File: config.mk
export PLATFORM = sky130hd
export DESIGN_NAME = vec_group_seq
export DESIGN_NICKNAME = d
export VERILOG_FILES = /design/src/rtl/vec_pkg.sv /design/src/rtl/vec_tail_mask.sv /design/src/rtl/vec_group_seq.sv
export SDC_FILE = /design/constraint.sdc
export NUM_CORES = 1
export LEC_CHECK = 0
export CORE_MARGIN = 4
export CORE_UTILIZATION = 48
export CTS_BUF_LIST = sky130_fd_sc_hd__clkbuf_4
export DETAILED_ROUTE_END_ITERATION = 7
export DONT_BUFFER_PORTS = 1
export PLACE_DENSITY = 0.64
export SLEW_MARGIN = 20
export SYNTH_ARGS = -nofsm -noshare
export SYNTH_HDL_FRONTEND = slang
export SYNTH_SLANG_ARGS = --single-unit
File: constraint.sdc
create_clock -name clk -period 4.4 [get_ports clk]
set_input_delay 0.66 -clock clk [delete_from_list [all_inputs] [get_ports clk]]
set_output_delay 0.66 -clock clk [all_outputs]
set_load 0.03 [all_outputs]
File: src/rtl/vec_pkg.sv
// Shared types and sizing for the vector group sequencer.
package vec_pkg;

    localparam int unsigned LANES   = 8;
    localparam int unsigned MAX_GRP = 32;
    localparam int unsigned VL_MAX  = LANES * MAX_GRP;
    localparam int unsigned ADDR_W  = 5;
    localparam int unsigned CNT_W   = 5;

    typedef enum logic [1:0] {
        IDLE = 2'd0,
        RUN  = 2'd1,
        ZERO = 2'd2
    } seq_state_t;

    typedef struct packed {
        logic [ADDR_W-1:0] vd;
        logic [ADDR_W-1:0] vs1;
        logic [ADDR_W-1:0] vs2;
    } vreg_addr_t;

endpackage

File: src/rtl/vec_tail_mask.sv
// Per-lane write enable for a group beat.
// VEC_GROUP_SEQ_TAIL_MASK_EN: trim the final group to the live tail lanes.
module vec_tail_mask #(
    parameter int unsigned LANES = vec_pkg::LANES,
    parameter int unsigned LW    = (LANES > 1) ? $clog2(LANES) : 1
) (
    input  logic [LW-1:0]    vl_lo,
    input  logic             grp_last,
    output logic [LANES-1:0] lane_mask
);

`ifdef VEC_GROUP_SEQ_TAIL_MASK_EN
    // A zero remainder means the last group is full.
    always_comb begin
        lane_mask = '1;
        if (grp_last && (vl_lo != '0)) begin
            for (int i = 0; i < LANES; i++) begin
                lane_mask[i] = (i < int'(vl_lo));
            end
        end
    end
`else
    logic unused_tail;
    assign unused_tail = ^{vl_lo, grp_last};
    assign lane_mask   = '1;
`endif

endmodule

File: src/rtl/vec_group_seq.sv
// Splits an accepted vector instruction into LANES-wide group beats for EXE.
// VEC_GROUP_SEQ_TAIL_MASK_EN enables tail masking on the final beat.
module vec_group_seq #(
    parameter int unsigned LANES   = vec_pkg::LANES,
    parameter int unsigned MAX_GRP = vec_pkg::MAX_GRP
) (
    input  logic             clk,
    input  logic             rst,
    input  logic             issue_valid,
    output logic             issue_ready,
    input  logic [4:0]       issue_vd,
    input  logic [4:0]       issue_vs1,
    input  logic [4:0]       issue_vs2,
    input  logic [31:0]      vlen,
    input  logic             flush,
    input  logic             exe_ready,
    output logic             grp_valid,
    output logic [4:0]       grp_cnt,
    output logic [4:0]       grp_vd,
    output logic [4:0]       grp_vs1,
    output logic [4:0]       grp_vs2,
    output logic [LANES-1:0] lane_mask,
    output logic             grp_last,
    output logic             fe_stall,
    output logic             done
);
    import vec_pkg::*;

    localparam int unsigned LW     = (LANES > 1) ? $clog2(LANES) : 1;
    localparam int unsigned VL_LIM = LANES * MAX_GRP;
    localparam int unsigned VW     = $clog2(VL_LIM + 1);

    seq_state_t        state, state_nx;
    vreg_addr_t        addr_q, addr_nx;
    logic [VW-1:0]     vl_q, vl_nx, vl_in;
    logic [CNT_W-1:0]  cnt_q, cnt_nx, last_idx;
    logic [VW:0]       grp_total;
    logic              done_q, done_nx;
    logic              accept;
    logic [LANES-1:0]  mask_raw;

    assign vl_in     = (vlen > 32'(VL_LIM)) ? VW'(VL_LIM) : vlen[VW-1:0];
    assign grp_total = ({1'b0, vl_q} + (VW+1)'(LANES - 1)) >> LW;
    assign last_idx  = CNT_W'(grp_total - (VW+1)'(1));

    assign issue_ready = (state == IDLE);
    assign accept      = issue_valid & issue_ready & ~flush & ~rst;

    always_ff @(posedge clk or posedge rst) begin
        if (rst) begin
            state  <= IDLE;
            addr_q <= '0;
            vl_q   <= '0;
            cnt_q  <= '0;
            done_q <= 1'b0;
        end else begin
            state  <= state_nx;
            addr_q <= addr_nx;
            vl_q   <= vl_nx;
            cnt_q  <= cnt_nx;
            done_q <= done_nx;
        end
    end

    // Flush wins over acceptance and over a final-beat handshake.
    always_comb begin
        state_nx = state;
        addr_nx  = addr_q;
        vl_nx    = vl_q;
        cnt_nx   = cnt_q;
        done_nx  = 1'b0;
        case (state)
            IDLE: begin
                if (accept) begin
                    addr_nx  = '{vd: issue_vd, vs1: issue_vs1, vs2: issue_vs2};
                    vl_nx    = vl_in;
                    cnt_nx   = '0;
                    state_nx = (vl_in == '0) ? ZERO : RUN;
                end
            end
            RUN: begin
                if (flush) begin
                    state_nx = IDLE;
                end else if (exe_ready) begin
                    if (grp_last) begin
                        state_nx = IDLE;
                        done_nx  = 1'b1;
                    end else begin
                        cnt_nx = cnt_q + CNT_W'(1);
                    end
                end
            end
            ZERO: begin
                state_nx = IDLE;
                done_nx  = ~flush;
            end
            default: state_nx = IDLE;
        endcase
    end

    assign grp_valid = (state == RUN);
    assign grp_last  = grp_valid & (cnt_q == last_idx);
    assign grp_cnt   = cnt_q;
    assign grp_vd    = addr_q.vd;
    assign grp_vs1   = addr_q.vs1;
    assign grp_vs2   = addr_q.vs2;
    assign lane_mask = grp_valid ? mask_raw : '0;
    assign fe_stall  = (state != IDLE) | accept;
    assign done      = done_q;

    vec_tail_mask #(
        .LANES (LANES),
        .LW    (LW)
    ) u_tail_mask (
        .vl_lo     (vl_q[LW-1:0]),
        .grp_last  (grp_last),
        .lane_mask (mask_raw)
    );

endmodule

# [After elaboration in Yosys (flattened, before gate mapping)]
# Cells that the tools add are included.
[op_classes] add_sub_neg=3 n_lt_le_gt_ge=1 n_eq_ne=9 n_mux=17 n_bitwise=7 n_reduce_logical=7
[ops] cell="32-bit by 9-bit > comparator with 1-bit output (second input constant)" n=1
[ops] cell="5-bit two-way mux" n=4
[ops] cell="2-bit two-way mux" n=5
[ops] cell="5-bit one-hot mux with 2 select lines" n=1
[ops] cell="9-bit logical NOT" n=1
[ops] cell="9-bit two-way mux" n=1
[ops] cell="8-bit by 3-bit adder with 8-bit output (second input constant)" n=1
[ops] cell="8-bit two-way mux" n=1
[ops] cell="2-bit inequality test (second input constant)" n=3
[ops] cell="5-bit by 1-bit adder with 5-bit output (second input constant)" n=1
[ops] cell="5-bit == test" n=1
[ops] cell="5-bit AND reduction" n=1
[ops] cell="5-bit by 1-bit subtractor with 5-bit output (second input constant)" n=1
[ops] cell="1-bit bitwise AND" n=4
[ops] cell="2-bit one-hot mux with 2 select lines" n=1
[ops] cell="2-bit nonzero test" n=2
[ops] cell="1-bit two-way mux" n=3
[ops] cell="3-bit by 2-bit inequality test with 1-bit output (second input constant)" n=1
[ops] cell="3-bit inequality test (second input constant)" n=1
[ops] cell="3-bit AND reduction" n=1
[ops] cell="2-bit by 1-bit == test with 1-bit output (second input constant)" n=1
[ops] cell="2-bit == test (second input constant)" n=1
[ops] cell="2-bit logical NOT" n=1
[ops] cell="2-bit by 1-bit inequality test with 1-bit output (second input constant)" n=1
[ops] cell="4 further kinds" n=5
[word_totals] regBits=31 output_inout_bits=33 elab_cells=51

# [Depth between registers and ports, before layout]
[depth] ltp_word=8 depth_mapped=11

# [By module]
# A second synthesis with hierarchy kept.
[unflattened] cells_unflattened=184 hier_area_um2=1771.7
[modules_own_cells] mod="vec_group_seq" n_inst=1 cells_per_inst=175 area_each_um2=1707.9 seq_area_each_um2=775.7
[modules_own_cells] mod="vec_tail_mask" n_inst=1 cells_per_inst=9 area_each_um2=63.8 seq_area_each_um2=0.0

# [Worst setup path after synthesis]
# No wires, ideal clock.
[synth_path] path_kind="register -> output" startpoint="reg vl_q[0]" endpoint="out grp_last" arrival_ns=2.374 slack_ns=1.366 stages_incl_launch_ff=12 path_buffers=1 path_cell_list="dfrtp_1 or3_4 nand2_1 xor2_1 ha_1 nor4bb_1 a31o_2 a221oi_2 o211a_1 buf_6 nand2_1 inv_1"
[synth_between] elab_chain_len=4
[synth_rtl] element="start, declared" line="vec_group_seq.sv:35" source="logic [VW-1:0] vl_q, vl_nx, vl_in;"
[synth_rtl] element="start signal, assigned" line="vec_group_seq.sv:59" source="vl_q <= vl_nx;"
[synth_rtl] element="8-bit by 3-bit adder with 8-bit output" line="vec_group_seq.sv:43" source="assign grp_total = ({1'b0, vl_q} + (VW+1)'(LANES - 1)) >> LW;"
[synth_rtl] element="5-bit by 1-bit subtractor with 5-bit output" line="vec_group_seq.sv:44" source="assign last_idx = CNT_W'(grp_total - (VW+1)'(1));"
[synth_rtl] element="5-bit == test" line="vec_group_seq.sv:102" source="assign grp_last = grp_valid & (cnt_q == last_idx);"
[synth_rtl] element="1-bit bitwise AND" line="vec_group_seq.sv:102"
[synth_rtl] element="end, declared" line="vec_group_seq.sv:23" source="output logic grp_last,"
# Every way passes these cells.

# [Final worst setup path]
# Same ends and word-level chain as after synthesis.

==> results.md <==
* Status: complete, no violations
* Placed Instances at 237
* CTS Sinks at 31
* Max Cap Viol at 0
* Synth Instances at 205
* Layout fillers at 333
* Reg-to-Reg Start: vl_q[0]
* CTS Buf Count at 5
* Setup TNS at 0 ps
* Final WS setup at 641.8 ps
* Synthesized flop and latch total at 31
* Drt pass-1 iters at 4
* Core box area at about 0.0037 mm²
* M2 GR Usage at about 33%
* Drt initial violations at 93
* Number of diodes at 0
* Dpl cell area at around 0.0018 mm²
* Worst Tran Pin Value at roughly 910 ps
* LEAKAGE at slightly below 0.0009 µW
* Post-CTS setup buffers at 0
* Startpoint type of the worst setup path: register
* Final instance area at 0.001841 mm²
* Total vias in the final route at approximately 1500
* HP Class: in2async
* M3 GR Usage at 5.362%
* Count of final hold-check violations at 0
* Drt drc at 0
* Clock-pin transition on the worst setup and hold timing paths at 100 ps
* Routed WL at 4447 µm
* Initial Utilization at 50.00%
* Port Buffers at 0
* Row count at 22
* Avg Inst Size Synth at a little under 9 µm²
* CTS HTree Levels at 2
* Post-route clock period utilization at 85.41%
* Largest net degree at the start of global routing at 32
* Setup Viol. Count Final at 0
* CP max stage cell: o41ai_1
* Post-synth top flop: dfrtp_1
* DR vias/cell at between 6 and 7
* GRT Util Overall at 18.67%
* Worst path cell trace: or3_4 > nand2_1 > xor2_1 > ha_1 > inv_1 > o41ai_1 > o211a_1 > nand2_1 > inv_1
* CP max stage delay at between 400 and 500 ps
* Die X at approximately 70 µm
* EDFF count, synth at 0
* Nets at ~250
* Asr flop ratio synth at 100.0%
* Worst endpoint data arrival time at between 3000 and 4000 ps
* RSZ-0062 raised after global routing: no
* CTS resizes at 0
* Max Slew Vio Count at 0
* Full die area at 0.004866 mm²
* Final Instance Count excl. Fillers at 244
* DRT antenna net count at 0
* Post-cts hold buffer count at 0
* Layout cells sized above 1 at between 9 and 10%
* Slew Limit Headroom at 39.57%
* Global route total overflow at 0
* Pre-CTS setup slack at between 1000 and 1500 ps
* Most Crowded Layer GR: met2
* Vias in the first global route at ~1500
* Synth Warn # at 0
* Max VDD drop at 0.0005546 V
* Initial antenna violation count at 0
* CP Max Fanout at 12
* Critical path class: reg2out
* Met1 usage at 21.19%
* Worst Setup SP: vl_q[0]
* RePlAce Congestion at 0.7562
* HPWL after detailed placement at around 3400 µm
* Post-synthesis sequential area ratio at 42.38%
* Post-synthesis net count at 262
* Max frequency at 266.1 MHz
* Post-Syn Area at around 0.0018 mm²
* Clk buf depth at 2
* Wire length of the first global-routing pass at 7169 µm
* IO Pins at 85
* CTS tree: built
* Clk_lat worst skew at about 320 ps
* Routed wire length per instance at around 18 µm
* Worst setup EP type: primary output
* P per Cell Area at 563.8 mW/mm²
* Post-synthesis to final-layout area growth at 0.5471%
* Root buf cell: clkbuf_4
* CP required at 3740 ps
* Tmin final at 3758 ps
* Synth unique cells at 48
* Chip height at around 70 µm
* Hold slack at 289.2 ps
* Final Skew at a little under 8 ps
-- per-layer routing --
layer	share of wire (%)	routed length [µm]
met5	0	0
met4	2.1	93
met3	7.6	336
met2	53	2339
met1	38	1678
-- through the flow --
| step | util, % | power (µW) |
|---|---|---|
| after floorplan | - | 878.4 |
| after global placement | 49.01 | 876.7 |
| after detailed placement | 49.01 | 891.3 |
| after CTS | 50.27 | 1045 |
| after global routing | 50.27 | 1101 |
| final | 50.27 | 1038 |
-- flip-flops by register name, summed over array words and instances, names as in the netlist --
name	cells
grp_vd	5
grp_cnt	5
done	1
grp_vs1	5
state	2
vl_q	8
grp_vs2	5
-- report_power, final --
part	leakage, µW	internal [µW]	switching [µW]
combinational	0.000453	89.4	227
clock	0.0000285	56.6	98.3
sequential	0.000406	353	213
-- worst max-delay path, delay by kind of cell (launching register included) --
kind	cells	cell delay, ps
AOI/OAI and AO/OA	2	930
and+or+nand+nor	3	600
xor gates and xnor gates	1	170
adders and majority gates	1	290
DFF	1	420
buffers and inverters	2	350
-- cells in the mapped netlist (all sizes together) (2+ instances only) --
master   n  share of area [%]
buf     12                5.5
or3      2               0.96
xor2     2               0.96
a31oi    4                1.4
nand3    4                1.1
nor3     3               0.82
a41oi    2               0.96
nor4     8                2.7
o211ai   3                1.2
a21oi    3               0.82
and3     3                1.1
a211o    2               0.96
ha       5                3.4
clkbuf   7                2.0
nor2     6                1.2
nor4bb   2                1.1
o21ai    3               0.82
nand2   60                 12
a22o     8                3.9
and2b    2               0.89
inv     10                2.1
nand4b   2               0.96
dfrtp   31                 42
xnor2    5                2.8
-- path summary, 6_finish.rpt --
kind,endpoint,slack (ps),cells past startpoint
min,grp_cnt[3],290,2
max reg2reg,state[1],1440,9
min in group clk,done,400,1
max in group asynchronous,grp_vs2[3],3810,2
min reg2reg,vl_q[7],570,1
max,grp_last,640,9
-- cell type report --
type | instances | area [µm²] | area share (%)
multi-input combinational | 145 | 898.4 | 48.81
sequential | 31 | 775.7 | 42.15
tap | 48 | 60.06 | 3.263
clock buffer | 5 | 37.54 | 2.039
inverter | 10 | 37.54 | 2.039
timing repair buffer | 3 | 22.52 | 1.224
clock inverter | 2 | 8.758 | 0.4759
-- cells in the final DEF, fill, tap and decap left out, types with 2 or more instances in the layout --
cell type  count
a211o_1        2
a21oi_1        3
a22o_1         7
a31oi_1        4
a41oi_1        2
and3_1         2
buf_4          3
clkbuf_4       5
dfrtp_1       31
ha_1           4
inv_1         10
nand2_1       60
nand3_1        4
nand4b_1       2
nor2_1         6
nor3_1         3
nor4_1         8
o211ai_1       3
o21ai_0        2
xnor2_1        4
xor2_1         2
-- cells by family (layout without fill, tap and decap cells) --
logic type | Yosys count | in the layout | share of synthesized area [%]
fa+ha+maj | 5 | 5 | 3.418
flops | 31 | 31 | 42.38
xor+xnor | 7 | 7 | 3.760
buf+inv | 29 | 20 | 9.569
mux | 1 | 1 | 0.5468
simple gates | 98 | 98 | 25.63
compound gates | 34 | 34 | 14.70
Power figures use the tool's default switching activity.
==> RTL edit: new RTL, same settings <==
Register the output `grp_cnt` once more; this adds one clock of latency there. The other outputs are not delayed to match.
--- a/src/rtl/vec_group_seq.sv
+++ b/src/rtl/vec_group_seq.sv
@@ -102,3 +102,5 @@
     assign grp_last  = grp_valid & (cnt_q == last_idx);
-    assign grp_cnt   = cnt_q;
+    always_ff @(posedge clk) begin
+        grp_cnt <= cnt_q;
+    end
     assign grp_vd    = addr_q.vd;
Formal check against the unedited RTL: not equivalent (a bounded check fails within 4 cycles, from zero or initial values and one cycle with rst high).
==> RTL edit against the original RTL <==
  * Routed wire length shrank 4.5%
  * Clock skew grew 0.0037 ns
  * Total power grew 7.1%
  * Setup slack gained 0.037 ns
  * Combinational power grew 3%
  * Final area grew 8.2%
  * Synthesized cell count grew 1.5%
  * Synthesized area grew 5.5%
  * Sequential cell count grew 5
==> RTL edit: results <==
export IMPL_status="finished clean"
export IMPL_synthArstFlopShare_pct=86.11
export IMPL_post_route_util_pct=52.82
export IMPL_wl_met1_um=1646
export IMPL_fill_cells=321
export IMPL_gp_congestion=0.9145
export IMPL_worstSkewPairLatency_ns=0.35
export IMPL_slew_headroom_pct=45.42
export IMPL_wl_met2_um=2154
export IMPL_dp_slack_ns=1.094
export IMPL_cts_root_buf="clkbuf_4"
export IMPL_drive_gt1_share_pct=11.82
export IMPL_syn_instance_count=208
export IMPL_wl_met3_um=384
export IMPL_grt_use_total_pct=17.22
export IMPL_synth_seq_area_share_pct=45.34
export IMPL_yosys_top_cells_area="dfrtp_1 40%, nand2_1 12%, dfxtp_1 5.2%"
export IMPL_synthFlopType="dfrtp_1"
export IMPL_placed_cell_area_um2=1936
export IMPL_r2r_end="cnt_q[3]"
export IMPL_reg2reg_depth=10
export IMPL_whs_ns=0.2973
export IMPL_worstPathMaxFanout=9
export IMPL_power_share_sequential_pct=55.2
export IMPL_grt_busiest_layer="met2"
export IMPL_grt_util_met2_pct=29.18
export IMPL_drtIter0Drc=86
export IMPL_powerComb_w=0.000325
export IMPL_io_buffers=0
export IMPL_top_layer="met4"
export IMPL_use_met3_pct=6.031
export IMPL_vdd_ir_drop_max_mv=0.2704
export IMPL_switching_share_pct=49.17
export IMPL_routed_via_density=5.896
export IMPL_grt_pass1_vias=1447
export IMPL_synth_warnings=0
export IMPL_critPathLaunch="vl_q[1]"
export IMPL_vias=1480
export IMPL_max_freq_ghz=0.2687
export IMPL_gr_usage_met1_pct=20.34
export IMPL_dp_cells=243
export IMPL_netlist_top_cells_count="60 x nand2_1, 31 x dfrtp_1, 12 x inv_1"
export IMPL_hold_path_class="input port to asynchronous set/reset pin"
export IMPL_hpwl_um=3249
export IMPL_routed_wl_um=4249
export IMPL_fin_skew_ns=0.01165
export IMPL_power_leakage_nw=0.8953
export IMPL_intPower_w=0.0005649
export IMPL_syn_nets=265
export IMPL_r2r_setup_slack_ns=1.42
export IMPL_arrival_ns=3.06
export IMPL_cts_max_level=2
export IMPL_grt_pass1_wl_um=7017
export IMPL_nets=259
-- RTL edit: layout make-up --
cell class / instances / area share, %
inverters: 12 / 2.261
clock inverters: 3 / 0.9422
clock buffers: 5 / 1.884
flip-flops and latches: 36 / 43.97
multi-input cells: 143 / 46.42
well taps: 48 / 3.015
repair buffers: 4 / 1.508
-- RTL edit: critical path, stage by stage (launching register included) --
cell     delay (ns)
dfrtp_1        0.43
or3_4          0.43
nand2_1        0.11
xnor2_1        0.12
ha_1           0.27
xor2_1         0.24
nor3_1         0.08
o41ai_1        0.35
a21o_1         0.32
nand2_1        0.11
inv_1          0.24
-- RTL edit: kinds of logic (layout without fill, tap and decap cells) --
kind of cell,after synthesis,after routing,synth area share (%)
multiplexers,2,2,1.101
XOR/XNOR,8,8,4.729
AO/OA/AOI/OAI,34,34,14.25
buffers and inverters,29,24,7.772
flip-flops,36,36,45.34
adder cells (fa/ha/maj),5,5,3.238
AND/OR/NAND/NOR,94,94,23.57
